## config.mk

```make
export PLATFORM = sky130hd
export DESIGN_NAME = dsp_seq_ctrl
export DESIGN_NICKNAME = d
export VERILOG_FILES = /design/src/rtl/dsp_seq_ctrl.sv
export SDC_FILE = /design/constraint.sdc
export NUM_CORES = 1
export LEC_CHECK = 0
export ABC_AREA = 1
export BUFFER_PORTS_ARGS = -buffer_cell sky130_fd_sc_hd__buf_2
export CORE_MARGIN = 2
export CORE_UTILIZATION = 40
export CTS_CLUSTER_DIAMETER = 150
export DETAILED_ROUTE_END_ITERATION = 10
export PLACE_DENSITY = 0.75
export SYNTH_ARGS = -nofsm -noshare
export SYNTH_HDL_FRONTEND = slang
export SYNTH_SLANG_ARGS = --single-unit
export TNS_END_PERCENT = 1
```

## constraint.sdc

```tcl
create_clock -name clk -period 3.69 [get_ports clk]
set_input_delay 0.738 -clock clk [delete_from_list [all_inputs] [get_ports clk]]
set_output_delay 0.738 -clock clk [all_outputs]
set_load 0.03 [all_outputs]
```

## src/rtl/dsp_seq_ctrl.sv

```systemverilog
// Request sequencer for a multi-beat DSP slice: issues registered drive beats per op
// and collects the final accumulate result into a 2-entry response FIFO.
module dsp_seq_ctrl #(
    parameter int unsigned WIDTH      = 33,
    parameter int unsigned SHIFT_BITS = 2
) (
    input  logic                  clk,
    input  logic                  rst_n,
    input  logic                  req_valid,
    output logic                  req_ready,
    input  logic [WIDTH-1:0]      req_a,
    input  logic [WIDTH-1:0]      req_b,
    input  logic [2*WIDTH-1:0]    req_c,
    input  logic [1:0]            req_mode,
    input  logic                  req_mac,
    input  logic [SHIFT_BITS-1:0] req_shift_amount,
    input  logic                  req_shift_dir,
    output logic                  dsp_start,
    output logic [1:0]            dsp_mode,
    output logic [WIDTH-1:0]      dsp_aa,
    output logic [WIDTH-1:0]      dsp_bb,
    output logic [2*WIDTH-1:0]    dsp_cc,
    output logic                  dsp_mac,
    output logic [SHIFT_BITS-1:0] dsp_shift_amount,
    output logic                  dsp_shift_dir,
    input  logic [2*WIDTH-1:0]    dsp_out,
    output logic                  rsp_valid,
    input  logic                  rsp_ready,
    output logic [2*WIDTH-1:0]    rsp_data,
    output logic                  rsp_err,
    output logic                  busy
);

    typedef enum logic {IDLE, ISSUE} state_t;

    state_t state, state_nxt;
    logic [1:0] beat, beat_nxt;
    logic [1:0] beat_last, beat_last_nxt;
    logic       err_op, err_op_nxt;
    logic       rst_done;

    logic                  start_nxt, mac_nxt, dir_nxt;
    logic [1:0]            mode_nxt;
    logic [WIDTH-1:0]      aa_nxt, bb_nxt;
    logic [2*WIDTH-1:0]    cc_nxt;
    logic [SHIFT_BITS-1:0] amt_nxt;

    logic [2*WIDTH-1:0] fifo_data [2];
    logic               fifo_err  [2];
    logic               wr_ptr, rd_ptr;
    logic [1:0]         count;

    logic       last_beat, push, pop, accept;
    logic [2:0] count_after;

    assign last_beat   = (state == ISSUE) && (beat == beat_last);
    assign push        = last_beat;
    assign rsp_valid   = (count != 2'd0);
    assign pop         = rsp_valid && rsp_ready;
    assign count_after = {1'b0, count} + {2'b00, push} - {2'b00, pop};
    // rst_done keeps req_ready low while in reset even though state reads IDLE
    assign req_ready   = rst_done && ((state == IDLE) || last_beat) && (count_after <= 3'd1);
    assign accept      = req_valid && req_ready;
    assign busy        = (state == ISSUE) || rsp_valid;
    assign rsp_data    = rsp_valid ? fifo_data[rd_ptr] : '0;
    assign rsp_err     = rsp_valid ? fifo_err[rd_ptr] : 1'b0;

    always_ff @(posedge clk or negedge rst_n) begin
        if (!rst_n) begin
            state            <= IDLE;
            beat             <= '0;
            beat_last        <= '0;
            err_op           <= 1'b0;
            rst_done         <= 1'b0;
            dsp_start        <= 1'b0;
            dsp_mode         <= 2'd3;
            dsp_aa           <= '0;
            dsp_bb           <= '0;
            dsp_cc           <= '0;
            dsp_mac          <= 1'b0;
            dsp_shift_amount <= '0;
            dsp_shift_dir    <= 1'b0;
        end else begin
            state            <= state_nxt;
            beat             <= beat_nxt;
            beat_last        <= beat_last_nxt;
            err_op           <= err_op_nxt;
            rst_done         <= 1'b1;
            dsp_start        <= start_nxt;
            dsp_mode         <= mode_nxt;
            dsp_aa           <= aa_nxt;
            dsp_bb           <= bb_nxt;
            dsp_cc           <= cc_nxt;
            dsp_mac          <= mac_nxt;
            dsp_shift_amount <= amt_nxt;
            dsp_shift_dir    <= dir_nxt;
        end
    end

    always_comb begin
        state_nxt     = state;
        beat_nxt      = beat;
        beat_last_nxt = beat_last;
        err_op_nxt    = err_op;
        start_nxt     = 1'b0;
        mode_nxt      = 2'd3;
        aa_nxt        = '0;
        bb_nxt        = '0;
        cc_nxt        = '0;
        mac_nxt       = 1'b0;
        amt_nxt       = '0;
        dir_nxt       = 1'b0;
        if (accept) begin
            state_nxt  = ISSUE;
            beat_nxt   = '0;
            err_op_nxt = (req_mode == 2'd3);
            case (req_mode)
                2'd1:    beat_last_nxt = 2'd1;
                2'd2:    beat_last_nxt = 2'd3;
                default: beat_last_nxt = 2'd0;
            endcase
            // mode 3 is an error op: it keeps the idle drive state for its beat
            if (req_mode != 2'd3) begin
                start_nxt = 1'b1;
                mode_nxt  = req_mode;
                aa_nxt    = req_a;
                bb_nxt    = req_b;
                cc_nxt    = req_c;
                mac_nxt   = req_mac;
                amt_nxt   = req_shift_amount;
                dir_nxt   = req_shift_dir;
            end
        end else if (state == ISSUE && !last_beat) begin
            beat_nxt = beat + 2'd1;
            mode_nxt = dsp_mode;
            aa_nxt   = dsp_aa;
            bb_nxt   = dsp_bb;
            cc_nxt   = dsp_cc;
            mac_nxt  = dsp_mac;
            amt_nxt  = dsp_shift_amount;
            dir_nxt  = dsp_shift_dir;
        end else if (last_beat) begin
            state_nxt  = IDLE;
            beat_nxt   = '0;
            err_op_nxt = 1'b0;
        end
    end

    always_ff @(posedge clk or negedge rst_n) begin
        if (!rst_n) begin
            wr_ptr <= 1'b0;
            rd_ptr <= 1'b0;
            count  <= '0;
        end else begin
            if (push) wr_ptr <= ~wr_ptr;
            if (pop)  rd_ptr <= ~rd_ptr;
            count <= count + {1'b0, push} - {1'b0, pop};
        end
    end

    always_ff @(posedge clk) begin
        if (push) begin
            fifo_data[wr_ptr] <= err_op ? '0 : dsp_out;
            fifo_err[wr_ptr]  <= err_op;
        end
    end

endmodule

```

==> flow_summary.json <==
{
  "status": "completed",
  "ir_drop_mv": 0.393,
  "cts_buffers": 30,
  "num-nets-final": 1773,
  "wl_per_cell_um": 16.3,
  "grt_pass1_wl_um": 49800,
  "avgSynthCellArea_um2": 10.0,
  "end_kind": "output pin",
  "period_minus_slack_ns": 3.62,
  "fmax_mhz": 276,
  "hold_violations": 0,
  "start_kind": "register",
  "p_sw_frac": 0.404,
  "ys_types": 27,
  "dp.cells": 1910,
  "h-tree-depth": 1,
  "synthSimpleGateAreaFrac": 0.167,
  "finalClockSkew_ns": 0.00918,
  "ys_ff_latch": 284,
  "worstPathMaxFanout": 3,
  "place_congestion": 0.821,
  "ios": 417,
  "cp_data_required_time_ns": 2.95,
  "cts-hold-fix-buffers": 0,
  "pwr-share-comb": 0.370,
  "period_share": 0.980,
  "seqPwrFrac": 0.366,
  "core.rowCount": 62,
  "setup_violations": 0,
  "clk_latency_ns": 0.54,
  "synth-compound-area-share": 0.101,
  "dp_slack_ns": 0.331,
  "overflow": 0,
  "path_clk_slew_ns": 0.06,
  "route.vias.total": 9454,
  "synth-xor-area-share": 0.00300,
  "synthToLayoutAreaGrowth_pct": 30.5,
  "wirelength_um": 32200,
  "yosys_warnings": 0,
  "syn-cell-area_um2": 11700,
  "critPathKind": "register to output pin",
  "ant_nets": 0,
  "synth_cells": 1165,
  "hold_path.class": "input pin to asynchronous set/reset pin",
  "via_per_inst": 4.79,
  "p_int_mw": 6.77,
  "muxShareOfSynthArea": 0,
  "p_per_area_nw_per_um2": 747,
  "drv_slew": 0,
  "cts_tree": "built",
  "synth_top_family_by_area": "simple AND/OR/NAND/NOR gates",
  "p_leak_nw": 7.68,
  "drt_pass1_iterations": 4,
  "power.switching_mw": 4.60,
  "design_area_um2": 15200,
  "track_usage": 0.203,
  "max-slew-margin-rel": 0.298,
  "synth_fa_ha_area_frac": 0.00601,
  "place_area_um2": 14100,
  "worstMarginPinSlew_ns": 1.05,
  "antenna_found_initial": 7,
  "synth_nets": 1378,
  "cts_root_buffer": "clkbuf_16",
  "first_global_vias": 9400,
  "maxCapViolations": 0,
  "drc": 0,
  "drive_above_1_share": 0.344,
  "drt_iter0_drc": 519,
  "pwr-share-clk": 0.264,
  "fin_util": 0.530,
  "coreArea_um2": 28700,
  "io_buffers": 416,
  "fin_cells": 1975,
  "die-height_um": 175,
  "crit_arrival_ns": 2.88,
  "dieArea_um2": 30500,
  "die_w_um": 175,
  "clk_path_buf_depth": 3,
  "n_fill_cell": 2580,
  "hpwl_um": 21600,
  "initial_utilization": 0.406,
  "final.setup.worst_slack_ns": 0.0720,
  "yosysSeqAreaShare": 0.667,
  "clock_sinks": 284,
  "grt_max_degree": 71
}
## sequential cells by signal, summed over array words and instances (netlist names)
signal,count
fifo_data,132
dsp_cc,66
dsp_aa,33
dsp_bb,33
beat,2
beat_last,2
count,2
dsp_mode,2
dsp_shift_amount,2
fifo_err,2
dsp_mac,1
dsp_shift_dir,1
dsp_start,1
err_op,1
rd_ptr,1
rst_done,1
state,1
wr_ptr,1
## path summary, 6_finish.rpt
path                                        start                      to  cells past startpoint  slack (ns)
max reg2reg                   beat[0]$_DFFE_PN0P_  dsp_cc[57]$_DFFE_PN0P_                     12        0.70
max                           beat[0]$_DFFE_PN0P_               req_ready                     11        0.07
min                                         rst_n  dsp_cc[45]$_DFFE_PN0P_                      1        0.20
max in group asynchronous                   rst_n  dsp_aa[32]$_DFFE_PN0P_                      2        2.57
min in group clk                        req_valid     beat[0]$_DFFE_PN0P_                      2        0.44
min reg2reg                dsp_cc[29]$_DFFE_PN0P_  dsp_cc[29]$_DFFE_PN0P_                      2        0.48
## cells by family (layout without fill, tap and decap cells)
kind of cell / after synthesis / in the layout
other cells: 1 / 8
xor+xnor: 4 / 4
buf+inv: 157 / 576
flops: 284 / 284
compound gates: 206 / 206
fa+ha+maj: 5 / 5
simple gates: 508 / 508
## synthesized netlist by cell type
library cell	number	area (um2)
o21ai_1	6	30.0
inv_1	83	312
clkbuf_1	50	188
nand2_1	422	1580
buf_6	6	67.6
o21ai_0	92	460
dfstp_2	2	52.6
nor2_1	78	293
buf_1	7	26.3
a21oi_1	68	340
dfrtp_1	148	3700
buf_2	9	45.0
nand3_4	1	17.5
xor2_1	3	26.3
xnor2_1	1	8.76
fa_1	1	20.0
nand3b_1	2	15.0
nand3_1	1	5.00
ha_1	4	50.1
nand2_4	1	11.3
edfxtp_1	134	4020
buf_4	1	7.51
o21ai_2	40	350
conb_1	1	3.75
nand4_1	1	6.26
inv_4	1	6.26
or2_2	2	12.5
## critical path, stage by stage (launching register included)
cell,delay [ns]
dfrtp_1,0.42
xnor2_2,0.20
nand3_2,0.14
ha_4,0.29
inv_2,0.04
ha_4,0.14
fa_1,0.47
nand3b_1,0.21
nor2_2,0.16
nand2_1,0.08
inv_2,0.06
buf_6,0.12
## final cells by class
class,count,area (um2),share of cell area
clock buffers,51,982,0.0645
multi-input cells,724,3300,0.217
clock inverters,5,30.0,0.00197
flip-flops and latches,284,7780,0.511
inverters,84,320,0.0210
diodes,7,17.5,0.00115
well taps,384,480,0.0316
repair buffers,436,2310,0.152
## cells in the final DEF, fill, tap and decap left out, types with 2 or more instances in the layout
cell / count
buf_2: 414
clkbuf_1: 9
inv_2: 3
clkbuf_8: 6
ha_4: 2
inv_4: 3
nor2_1: 74
or2_2: 2
clkinv_2: 3
ha_1: 2
dfstp_2: 2
diode_2: 7
inv_1: 79
o21ai_1: 6
a21oi_1: 68
dfrtp_1: 146
o21ai_0: 92
buf_4: 15
xor2_1: 3
nor2_4: 3
clkbuf_4: 2
o21ai_2: 40
dfrtp_2: 2
clkbuf_16: 34
edfxtp_1: 134
nand2_1: 421
nand3b_1: 2
buf_6: 2
buf_12: 5
## metal layers
metal	up-vias	GRT usage	routed length [um]
met3	49	0.0550	2700
met4	0	0.0590	728
met2	337	0.351	16200
met5	-	0	0
li1	4522	-	-
met1	4546	0.249	12600
## timing repair
action                                 CTS  global route
setup buffers                            0             2
resized for setup                        2             9
endpoints found under the hold margin    0             0
pin swaps                                0             5
setup endpoints to repair                1             1
## power by group through the flow
| stage | Sequential (mW) | Clock (mW) | Combinational [mW] |
|---|---|---|---|
| 5_1_grt | 4.21 | 3.20 | 4.53 |
| 2_1_floorplan | 4.53 | 0 | 2.47 |
| 3_3_place_gp | 4.20 | 0 | 4.11 |
| 3_5_place_dp | 4.21 | 0 | 4.18 |
| 6_report | 4.16 | 3.01 | 4.21 |
| 4_1_cts | 4.16 | 3.08 | 4.19 |
## through the flow
step	setup TNS (ns)	power, mW	hold WS (ns)
3_5_place_dp	0	8.39	0.462
4_1_cts	0	11.4	0.214
2_1_floorplan	-53.20	7.00	0.442
5_1_grt	-0.0496	12.0	0.246
3_3_place_gp	0	8.30	0.462
6_report	0	11.4	0.205
Note: power is estimated with default switching activity, not from simulation.
